[src/rtl/beep_sched.sv]
// beep_sched: fixed-priority buzzer scheduler for alarm, keypad click and
// melody requesters; generates the square wave and a silent gap per note.
module beep_sched #(
  parameter int unsigned PW      = 32,
  parameter int unsigned DW      = 32,
  parameter int unsigned GAP_CYC = 50000
) (
  input  logic          clk,
  input  logic          rst,
  input  logic [2:0]    req,
  input  logic [PW-1:0] half_period0,
  input  logic [PW-1:0] half_period1,
  input  logic [PW-1:0] half_period2,
  input  logic [DW-1:0] duration0,
  input  logic [DW-1:0] duration1,
  input  logic [DW-1:0] duration2,
  input  logic          abort,
  output logic [2:0]    ack,
  output logic [2:0]    done,
  output logic          aborted,
  output logic          busy,
  output logic [1:0]    owner,
  output logic          beep1
);

  localparam int unsigned GW = $clog2(GAP_CYC + 1);

  typedef enum logic [1:0] {
    IDLE,
    PLAY,
    GAP
  } state_t;

  state_t        state_q, state_d;
  logic [PW-1:0] hp_q, hp_d;
  logic [PW-1:0] tc_q, tc_d;
  logic [DW-1:0] dc_q, dc_d;
  logic [GW-1:0] gc_q, gc_d;
  logic [2:0]    ack_q, ack_d;
  logic [2:0]    done_q, done_d;
  logic          abrt_q, abrt_d;
  logic          busy_q, busy_d;
  logic          beep_q, beep_d;
  logic [1:0]    own_q, own_d;

  logic [1:0]    win;
  logic [PW-1:0] win_hp;
  logic [DW-1:0] win_dur;

  function automatic logic [2:0] oh(input logic [1:0] i);
    oh = 3'b001 << i;
  endfunction

  always_comb begin
    win     = 2'd0;
    win_hp  = half_period0;
    win_dur = duration0;
    if (req[0]) begin
      win     = 2'd0;
      win_hp  = half_period0;
      win_dur = duration0;
    end else if (req[1]) begin
      win     = 2'd1;
      win_hp  = half_period1;
      win_dur = duration1;
    end else begin
      win     = 2'd2;
      win_hp  = half_period2;
      win_dur = duration2;
    end
  end

  always_comb begin
    state_d = state_q;
    hp_d    = hp_q;
    tc_d    = tc_q;
    dc_d    = dc_q;
    gc_d    = gc_q;
    ack_d   = 3'b000;
    done_d  = 3'b000;
    abrt_d  = 1'b0;
    busy_d  = busy_q;
    beep_d  = beep_q;
    own_d   = own_q;
    case (state_q)
      IDLE: begin
        beep_d = 1'b0;
        if (|req) begin
          ack_d  = oh(win);
          own_d  = win;
          busy_d = 1'b1;
          hp_d   = win_hp;
          tc_d   = '0;
          if (win_dur != '0) begin
            state_d = PLAY;
            dc_d    = win_dur;
          end else begin
            state_d = GAP;
            done_d  = oh(win);
            gc_d    = GW'(GAP_CYC);
          end
        end
      end
      PLAY: begin
        // last-cycle completion outranks a coincident abort
        if (dc_q == DW'(1) || abort) begin
          state_d = GAP;
          beep_d  = 1'b0;
          done_d  = oh(own_q);
          abrt_d  = (dc_q != DW'(1));
          gc_d    = GW'(GAP_CYC);
          dc_d    = '0;
          tc_d    = '0;
        end else begin
          dc_d = dc_q - 1'b1;
          if (hp_q != '0) begin
            if (tc_q == hp_q - 1'b1) begin
              beep_d = ~beep_q;
              tc_d   = '0;
            end else begin
              tc_d = tc_q + 1'b1;
            end
          end
        end
      end
      GAP: begin
        beep_d = 1'b0;
        if (gc_q == GW'(1)) begin
          state_d = IDLE;
          own_d   = 2'd3;
          busy_d  = 1'b0;
          gc_d    = '0;
        end else begin
          gc_d = gc_q - 1'b1;
        end
      end
      default: begin
        state_d = IDLE;
        own_d   = 2'd3;
        busy_d  = 1'b0;
        beep_d  = 1'b0;
      end
    endcase
  end

  always_ff @(posedge clk) begin
    if (!rst) begin
      state_q <= IDLE;
      hp_q    <= '0;
      tc_q    <= '0;
      dc_q    <= '0;
      gc_q    <= '0;
      ack_q   <= 3'b000;
      done_q  <= 3'b000;
      abrt_q  <= 1'b0;
      busy_q  <= 1'b0;
      beep_q  <= 1'b0;
      own_q   <= 2'd3;
    end else begin
      state_q <= state_d;
      hp_q    <= hp_d;
      tc_q    <= tc_d;
      dc_q    <= dc_d;
      gc_q    <= gc_d;
      ack_q   <= ack_d;
      done_q  <= done_d;
      abrt_q  <= abrt_d;
      busy_q  <= busy_d;
      beep_q  <= beep_d;
      own_q   <= own_d;
    end
  end

  assign ack     = ack_q;
  assign done    = done_q;
  assign aborted = abrt_q;
  assign busy    = busy_q;
  assign owner   = own_q;
  assign beep1   = beep_q;

endmodule

[config.mk]
export PLATFORM = sky130hd
export DESIGN_NAME = beep_sched
export DESIGN_NICKNAME = d
export VERILOG_FILES = /design/src/rtl/beep_sched.sv
export SDC_FILE = /design/constraint.sdc
export NUM_CORES = 1
export LEC_CHECK = 0
export CORE_ASPECT_RATIO = 1.25
export CORE_MARGIN = 2
export CORE_UTILIZATION = 40
export CTS_BUF_LIST = sky130_fd_sc_hd__clkbuf_8
export DETAILED_ROUTE_END_ITERATION = 8
export GPL_TIMING_DRIVEN = 0
export HOLD_SLACK_MARGIN = 0.1
export PLACE_DENSITY_LB_ADDON = 0.25
export SLEW_MARGIN = 20
export SYNTH_ARGS = -nofsm -noshare
export SYNTH_HDL_FRONTEND = slang
export SYNTH_SLANG_ARGS = --single-unit
[constraint.sdc]
create_clock -name clk -period 4.5 [get_ports clk]
set_clock_uncertainty 0.2 [all_clocks]
set_input_delay 0.45 -clock clk [delete_from_list [all_inputs] [get_ports clk]]
set_output_delay 0.45 -clock clk [all_outputs]
set_load 0.03 [all_outputs]
==> flow_summary.json, run 1 <==
{
  "status": "completed",
  "yosys.cell_types.count": 64,
  "grtUsageTotal_pct": 26.2,
  "clk_latency_ns": 0.47,
  "crit_fanout": 10,
  "grt_pass1_wl_um": 47700,
  "end_kind": "flop",
  "cts_tree": "built",
  "n_antenna_cell": 0,
  "fmax_ghz": 0.237,
  "grt_busiest_layer": "met2",
  "ctsLongestPathBuffers": 2,
  "worst_slew_pin_slew_ns": 0.896,
  "ys_seq_area_share_pct": 28.8,
  "p_leak_nw": 4.31,
  "drtPass1Iterations": 5,
  "grt_pass1_vias": 9741,
  "synth_cells": 1197,
  "drt_iter0_drc": 595,
  "min_period_ns": 4.21,
  "cp.required_ns": 4.63,
  "ys_seq_elements": 125,
  "cp-start-kind": "input pin",
  "dieWidth_um": 136,
  "grt_overflow": 0,
  "synth_edf_count": 0,
  "rsz0062_at_grt": "no",
  "die-area_um2": 22900,
  "boundaryPins": 209,
  "cts_hold_buffers": 0,
  "fillCellCount": 2154,
  "holdCritPathClass": "in2reg",
  "syn_area_um2": 8690,
  "ys_async_sr_fraction_pct": 0,
  "power.density_nw_per_um2": 303,
  "arrival_ns": 4.34,
  "hold_viol_final": 0,
  "fin_crit_sh_pct": 93.6,
  "die_h_um": 169,
  "post_cts_buffers": 0,
  "htreeDepth": 4,
  "drt-total-wl_um": 29700,
  "port_buffers": 205,
  "dpl_cell_area_um2": 11100,
  "ys_warn_count": 0,
  "syn_area_per_cell_um2": 7.26,
  "gr-usage-met3_pct": 4.40,
  "synth_nets": 1401,
  "core_um2": 21500,
  "report.final.slew_viol_count": 0,
  "multi_input_area_um2": 5780,
  "synthFlopType": "dfxtp_1",
  "hpwl_um": 23300,
  "cts_root_buf": "clkbuf_8",
  "globalRouteMet1Util_pct": 28.2,
  "num-nets-final": 1625,
  "place.gp.congestion": 0.957,
  "ir_worst_vdd_mv": 0.191,
  "num_rows": 60,
  "fin_total_pwr_mw": 3.49,
  "cts.clk_slew.worst_paths_ns": 0.07,
  "viasPerCell": 5.67,
  "area_growth_pct": 32.5,
  "drc": 0,
  "cts_buffers": 17,
  "ant_nets": 0,
  "grt_max_degree": 17,
  "grt.met2_usage_pct": 48.4,
  "start_util_pct": 40.5,
  "postLayoutCellArea_um2": 11500,
  "critPathKind": "in2reg",
  "antenna_found_initial": 0,
  "wl_per_cell_um": 17.4,
  "num_vias": 9709,
  "drive_gt1_share_pct": 4.89,
  "setup_viol": 0,
  "max_cap_viol_count": 0,
  "seqCellArea_um2": 2500,
  "cts_num_sinks": 125,
  "max_slew_margin_pct": 39.8
}
worst paths after layout:
kind	startpoint	end	slack, ns	cells after the start
worst min register to register	dc_q[5]$_SDFFE_PN0P_	dc_q[5]$_SDFFE_PN0P_	0.28	2
worst max register to register	hp_q[18]$_SDFFE_PN0P_	tc_q[1]$_SDFFE_PN0P_	0.34	12
worst min-delay path	rst	gc_q[4]$_SDFFE_PN0P_	0.25	2
worst max-delay path	req[0]	gc_q[10]$_SDFFE_PN0P_	0.29	11
area by class of cell:
cell class              count  area share (%)
inverters                  20           0.652
clock buffers              22            2.63
flip-flops and latches    125            21.7
plain buffers              87            2.96
clock inverters             8           0.999
well taps                 279            3.03
multi-input cells         965            50.2
repair buffers            205            17.8
placed cells by master, fill, tap and decap left out, types with 4 or more instances in the layout:
master	netlist	routed
a211oi_1	6	6
nand3b_1	6	6
clkbuf_8	0	22
clkdlybuf4s50_1	0	205
o21a_1	5	5
xor2_1	29	29
ha_1	6	6
o221a_2	6	6
nand4_1	19	19
mux2i_1	79	79
nand2b_1	11	11
nand3_1	36	36
nor2_1	191	191
dfxtp_1	125	125
nor4_1	27	27
a311oi_1	4	4
or2_2	4	4
and4_1	6	6
and3_1	14	14
a21oi_1	128	128
o21ai_0	54	54
clkbuf_1	75	73
nor3_1	42	42
and2_1	6	6
buf_1	7	7
buf_2	4	4
o32ai_1	8	8
nand2_1	97	97
o21ai_1	18	18
a31oi_1	22	22
or3_1	14	14
xnor2_1	31	31
or4_1	15	15
nor2b_1	6	6
mux2_2	14	14
o22ai_1	11	11
inv_1	20	22
nand4b_1	4	4
critical path, cell delays in order:
cell,delay [ns]
clkbuf_1,0.18
buf_1,0.49
buf_1,0.55
mux2i_1,0.47
nand4_1,0.19
a211oi_1,0.51
a41oi_1,0.22
o21a_1,0.34
clkbuf_1,0.28
o21ai_1,0.53
nor2_1,0.11
where the power goes:
part,internal (mW),switching [mW],total [mW]
clock,0.610,0.459,1.07
combinational,0.507,0.625,1.13
sequential,1.19,0.0980,1.29
total,2.31,1.18,3.49
stage by stage:
step | instances | setup WS, ns | setup TNS (ns) | util [%] | hold slack [ns]
floorplan | 1197 | 0.713 | 0 | - | 0.248
global placement | 1681 | -0.587 | -17.48 | 51.7 | 0.264
detailed placement | 1681 | -0.617 | -17.91 | 51.7 | 0.268
CTS | 1711 | 0.0613 | 0 | 53.6 | 0.248
global route | 1711 | 0.0252 | 0 | 53.7 | 0.250
finish | 1711 | 0.288 | 0 | 53.7 | 0.255
registers in the layout, indices dropped and copies added, names as in the netlist:
name,count
dc_q,32
hp_q,32
tc_q,32
gc_q,16
ack,3
done,3
owner,2
state_q,2
aborted,1
beep1,1
busy,1
kinds of logic (layout without fill, tap and decap cells):
group / Yosys count / in the layout / synth area share [%]
simple gates: 515 / 515 / 28.8
xor+xnor: 60 / 60 / 6.04
buf+inv: 107 / 342 / 4.76
fa+ha+maj: 6 / 6 / 0.863
compound gates: 291 / 291 / 19.8
flops: 125 / 125 / 28.8
mux: 93 / 93 / 10.9
synth_stat cells, drive strengths merged (22+ instances only):
cell type	instances	area share [%]
nor2	191	8.2
a31oi	22	1.6
nand3	36	2.1
o21ai	72	4.1
dfxtp	125	29
xor2	29	2.9
nor3	42	2.4
mux2i	79	9.1
a21oi	128	7.4
nor4	28	2.1
xnor2	31	3.1
clkbuf	75	3.2
nand2	97	4.2
routing by layer:
layer  up-vias  share of wire, %
met5         -                 0
met4         0               4.4
met3        87               5.3
met2       362                52
met1      4489                38
li1       4771                 -
repair_timing:
action,CTS,global route
endpoints found under the setup margin,8,40
gates cloned,0,0
resized for setup,1,3
Note: power is estimated with default switching activity, not from simulation.
==> run 2: changes to the inputs <==
--- a/config.mk
+++ b/config.mk
@@ -10,6 +10,7 @@
 export CORE_UTILIZATION = 40
 export CTS_BUF_LIST = sky130_fd_sc_hd__clkbuf_8
 export DETAILED_ROUTE_END_ITERATION = 8
+export GPL_ROUTABILITY_DRIVEN = 0
 export GPL_TIMING_DRIVEN = 0
 export HOLD_SLACK_MARGIN = 0.1
 export PLACE_DENSITY_LB_ADDON = 0.25
==> run 2 against run 1 <==
Critical path depth is 1 higher. Largest power group unchanged. Non-clock buffer count stayed put. Utilization is 0.27 points higher. Count of clock-buffer cells in the layout is 4 lower. Worst hold slack better by 0.018 ns. Register-to-register slack hardly changed. Setup slack better by 0.044 ns. Sequential share of layout area is 0.11 points lower. Sequential cell count stayed put.
==> flow_summary.json, run 2 (synthesis gave the netlist of run 1 again) <==
{
  "final_common_cell": "clkdlybuf4s50_1",
  "status": "completed",
  "grt_pass1_vias": 9739,
  "cp-startpoint": "hp_q[18]$_SDFFE_PN0P_",
  "arrival_ns": 4.30,
  "ir_worst_vdd_mv": 0.204,
  "grt_max_degree": 17,
  "holdCritPathClass": "in2reg",
  "seqCellArea_um2": 2500,
  "cts.clk_slew.worst_paths_ns": 0.08,
  "fillCellCount": 2124,
  "cts_num_sinks": 125,
  "num-nets-final": 1625,
  "setup_viol": 0,
  "post_cts_buffers": 0,
  "max_slew_margin_pct": 38.5,
  "cp.required_ns": 4.63,
  "die_h_um": 169,
  "boundaryPins": 209,
  "power.density_nw_per_um2": 313,
  "grt_pass1_wl_um": 47300,
  "htreeDepth": 4,
  "fmax_ghz": 0.240,
  "r2r_cells": 12,
  "dieWidth_um": 136,
  "ctsLongestPathBuffers": 2,
  "timing.rr.end": "tc_q[1]$_SDFFE_PN0P_",
  "n_antenna_cell": 0,
  "cp-start-kind": "flop",
  "report.final.slew_viol_count": 0,
  "grtUsageTotal_pct": 25.8,
  "antenna_found_initial": 0,
  "clk_latency_ns": 0.47,
  "ant_nets": 0,
  "drt-total-wl_um": 29700,
  "drt_iter0_drc": 629,
  "viasPerCell": 5.67,
  "final_cell_mix": "205 x clkdlybuf4s50_1, 191 x nor2_1, 128 x a21oi_1",
  "p_leak_nw": 4.34,
  "hold_viol_final": 0,
  "drtPass1Iterations": 5,
  "dpl_cell_area_um2": 11100,
  "hpwl_um": 23300,
  "multi_input_area_um2": 5790,
  "min_period_ns": 4.17,
  "place_ws_ns": -0.666,
  "r2r_start": "hp_q[18]$_SDFFE_PN0P_",
  "postLayoutCoreUtil_pct": 53.9,
  "ff2ff_setup_slack_ns": 0.33,
  "drive_gt1_share_pct": 5.02,
  "port_buffers": 205,
  "core_um2": 21500,
  "drc": 0,
  "worst_slew_pin_slew_ns": 0.916,
  "crit_end": "tc_q[1]$_SDFFE_PN0P_",
  "start_util_pct": 40.5,
  "max_cap_viol_count": 0,
  "top_regs": "dc_q x32, hp_q x32, tc_q x32",
  "num_vias": 9714,
  "num_rows": 60,
  "fin_ws_ns": 0.331,
  "wl_per_cell_um": 17.3,
  "cts_buffers": 17,
  "cts_tree": "built",
  "rsz0062_at_grt": "no",
  "fin_crit_sh_pct": 92.6,
  "cts_root_buf": "clkbuf_8",
  "critPathKind": "reg2reg",
  "area_growth_pct": 33.2,
  "postLayoutCellArea_um2": 11600,
  "crit_fanout": 10,
  "end_kind": "flop",
  "grt_overflow": 0,
  "die-area_um2": 22900
}
-- run 2: changes by cell type in the layout (fill, tap and decap cells not counted) --
cell,before,now
bufinv_16,3,6
clkbuf_8,22,18
clkinv_4,0,1
clkinvlp_4,1,2
inv_1,22,23
o21ai_1,18,17
o21ai_2,0,1
-- run 2: worst min-delay path by stage --
stage                                      from                    end  slack, ns  cells after the start
final                                       rst   gc_q[4]$_SDFFE_PN0P_       0.27                      2
after global routing                        rst   gc_q[4]$_SDFFE_PN0P_       0.29                      2
after CTS                                   rst   gc_q[4]$_SDFFE_PN0P_       0.25                      2
after detailed placement      busy$_SDFFE_PN0P_      busy$_SDFFE_PN0P_       0.26                      2
after global placement     dc_q[5]$_SDFFE_PN0P_   dc_q[5]$_SDFFE_PN0P_       0.26                      2
after floorplan           dc_q[27]$_SDFFE_PN0P_  dc_q[27]$_SDFFE_PN0P_       0.25                      2
-- run 2: cell type report --
cell class	instances	share of cell area (%)
inverters	20	0.648
plain buffers	87	2.95
clock inverters	14	1.94
multi-input cells	965	50.0
well taps	279	3.01
flip-flops and latches	125	21.6
repair buffers	205	17.7
clock buffers	18	2.14
-- run 2: metal layers --
metal	GRT usage [%]	wire length [um]	vias to the layer above
li1	-	-	4777
met1	28.8	11400	4477
met2	47.2	15600	384
met3	4.13	1610	76
met4	12.6	1120	0
met5	0	0	-
-- run 2: repair_timing --
| item | in CTS | in global routing |
|---|---|---|
| endpoints found under the setup margin | 22 | 66 |
| resized for setup | 1 | 4 |
| hold buffers | 0 | 0 |
| hold endpoints to repair | 0 | 0 |
-- run 2: worst max-delay path, stage by stage (launching register included) --
cell and delay, ns:
dfxtp_1 0.30, clkbuf_1 0.21, or4_4 0.59, or4_4 0.51, or3b_2 0.49, xnor2_1 0.13, or4_1 0.51, nor4_2 0.17
o2111ai_1 0.23, buf_2 0.27, buf_6 0.17, a32oi_1 0.19, nor2_1 0.05
-- run 2: power breakdown --
group / internal [mW] / leakage, nW / switching [mW] / total [mW]
clock: 0.722 / 0.242 / 0.475 / 1.20
sequential: 1.19 / 1.02 / 0.0981 / 1.29
combinational: 0.507 / 3.07 / 0.625 / 1.13
-- run 2: per-stage QoR --
stage	total power, mW	setup TNS, ns	instances	hold slack [ns]
floorplan	2.01	0	1197	0.248
global placement	2.41	-15.99	1681	0.264
detailed placement	2.43	-20.53	1681	0.263
CTS	3.61	0	1713	0.250
global route	3.81	0	1713	0.289
finish	3.62	0	1713	0.273
==> run 3: changes to the inputs <==
--- a/config.mk
+++ b/config.mk
@@ -6,7 +6,6 @@
 export NUM_CORES = 1
 export LEC_CHECK = 0
 export CORE_ASPECT_RATIO = 1.25
-export CORE_MARGIN = 2
 export CORE_UTILIZATION = 40
 export CTS_BUF_LIST = sky130_fd_sc_hd__clkbuf_8
 export DETAILED_ROUTE_END_ITERATION = 8
==> run 3 against run 2 <==
Final cell count down 0.35%. Non-clock buffer count unchanged. Setup slack worse by 0.051 ns. Register-to-register slack worse by 0.05 ns. Sequential share of layout area up 0.096 points. Maximum frequency down 1.2%. Clock power down 10%. Critical path depth unchanged. Design area down 0.44%. Wire length down 0.94%. Sequential cell count unchanged. Global-route usage up 0.42 points.
==> flow_summary.json, run 3 (synthesis gave the netlist of run 1 again) <==
{
  "slowest_stage": "or4_4",
  "core_um2": 21000,
  "hold_start": "rst",
  "grtUsageTotal_pct": 26.2,
  "area_growth_pct": 32.6,
  "cts_hold_buffers": 0,
  "wl_met3_um": 1660,
  "met1_length_um": 11100,
  "crit_fanout": 10,
  "drc": 0,
  "die-area_um2": 22300,
  "rsz0062_at_grt": "no",
  "grt_overflow": 0,
  "num_vias": 9729,
  "slowest_delay_ns": 0.60,
  "antenna_found_initial": 0,
  "cp-start-kind": "flop",
  "worst_slew_pin_slew_ns": 0.866,
  "viasPerCell": 5.70,
  "dr_wl_met2_um": 15600,
  "grt_pass1_wl_um": 46900,
  "fin_total_pwr_mw": 3.51,
  "p_leak_nw": 4.31,
  "dr.max_layer_used": "met4",
  "p_sw_mw": 1.20,
  "hold_viol_final": 0,
  "r2r_start": "hp_q[18]$_SDFFE_PN0P_",
  "n_antenna_cell": 0,
  "fin_crit_sh_pct": 93.8,
  "num-nets-final": 1625,
  "critPathKind": "reg2reg",
  "status": "completed",
  "cts_num_sinks": 125,
  "holdCritPathClass": "in2reg",
  "cp.required_ns": 4.63,
  "path_cells": "clkbuf_1, or4_4, or4_4, or3b_2, xnor2_1, or4_1, nor4_2, o2111ai_1, buf_2, buf_6, a32oi_1, nor2_1",
  "end_kind": "flop",
  "power.density_nw_per_um2": 304,
  "report.final.slew_viol_count": 0,
  "die_h_um": 167,
  "max_cap_viol_count": 0,
  "pwr-share-clk_pct": 30.9,
  "min_period_ns": 4.22,
  "cts_root_buf": "clkbuf_8",
  "drt-total-wl_um": 29400,
  "ir_worst_vdd_mv": 0.168,
  "cp_top_family": "simple AND/OR/NAND/NOR gates",
  "num_rows": 59,
  "crit_path_frequent_cell": "or4_4",
  "max_slew_margin_pct": 41.7,
  "cts_tree": "built",
  "wl_per_cell_um": 17.2,
  "boundaryPins": 209,
  "switching_share_pct": 34.3,
  "setup_viol": 0,
  "cp-startpoint": "hp_q[18]$_SDFFE_PN0P_",
  "fmax_ghz": 0.237,
  "drtPass1Iterations": 8,
  "final_common_cell": "clkdlybuf4s50_1",
  "ctsLongestPathBuffers": 2,
  "postLayoutCoreUtil_pct": 54.8,
  "htreeDepth": 4,
  "cts.clk_slew.worst_paths_ns": 0.08,
  "dieWidth_um": 134,
  "port_buffers": 205,
  "drive_gt1_share_pct": 5.09,
  "drt_iter0_drc": 764,
  "final_cell_mix": "205 x clkdlybuf4s50_1, 191 x nor2_1, 128 x a21oi_1",
  "p_seq_share_pct": 36.8,
  "arrival_ns": 4.35,
  "p_int_mw": 2.30,
  "grt_pass1_vias": 9417,
  "clk_latency_ns": 0.47,
  "grt_max_degree": 17,
  "top_regs": "dc_q x32, hp_q x32, tc_q x32",
  "share_comb_of_total_power_pct": 32.3,
  "start_util_pct": 41.3,
  "crit_buf_inv": 3,
  "ant_nets": 0,
  "fillCellCount": 2022,
  "hpwl_um": 22900,
  "cts_buffers": 17
}
==> run 3: cell types whose count changed in the layout (fill, tap and decap cells not counted) <==
| cell | previous run | this run |
|---|---|---|
| bufinv_16 | 6 | 3 |
| clkbuf_8 | 18 | 21 |
| inv_1 | 23 | 21 |
| clkinv_2 | 2 | 1 |
| clkinv_4 | 1 | 2 |
| clkinvlp_4 | 2 | 3 |
==> run 3: metrics by stage <==
step | hold WS [ns] | cell area, um^2 | TNS [ns] | setup WS [ns] | instances
5_1_grt | 0.279 | 11500 | 0 | 0.109 | 1707
4_1_cts | 0.242 | 11500 | 0 | 0.105 | 1707
3_3_place_gp | 0.262 | 11100 | -17.99 | -0.609 | 1676
6_report | 0.257 | 11500 | 0 | 0.280 | 1707
2_1_floorplan | 0.248 | 8690 | 0 | 0.713 | 1197
3_5_place_dp | 0.273 | 11100 | -16.68 | -0.571 | 1676
==> run 3: final cells by class <==
cell class                      count  area, um^2  share of cell area [%]
Clock inverter                     10         139                    1.20
Multi-Input combinational cell    965        5790                    50.2
Timing Repair Buffer              205        2050                    17.8
Inverter                           20        75.1                   0.651
Clock buffer                       21         289                    2.51
Buffer                             87         342                    2.96
Tap cell                          274         343                    2.97
Sequential cell                   125        2500                    21.7
==> run 3: layer usage <==
metal  vias up  track usage, %
met4         0            11.4
met1      4500            28.1
met3        73            4.69
li1       4772               -
met2       384            49.4
met5         -               0
==> run 3: worst paths after layout <==
kind / to / slack (ns) / cells past startpoint
max: tc_q[1]$_SDFFE_PN0P_ / 0.28 / 12
min: gc_q[4]$_SDFFE_PN0P_ / 0.26 / 2
max reg2reg: tc_q[1]$_SDFFE_PN0P_ / 0.28 / 12
min reg2reg: dc_q[29]$_SDFFE_PN0P_ / 0.28 / 2
==> run 3: what timing repair did <==
item / CTS / global route
gates resized for setup: 1 / 4
buffers inserted: 0 / 0
endpoints found under the setup margin: 7 / 27
==> run 3: power groups by stage <==
stage | Clock [mW] | Sequential (mW) | Combinational (mW)
final | 1.08 | 1.29 | 1.13
after global routing | 1.14 | 1.30 | 1.25
after CTS | 1.09 | 1.29 | 1.12
after detailed placement | 0 | 1.31 | 1.11
after global placement | 0 | 1.31 | 1.10
after floorplan | 0 | 1.29 | 0.717
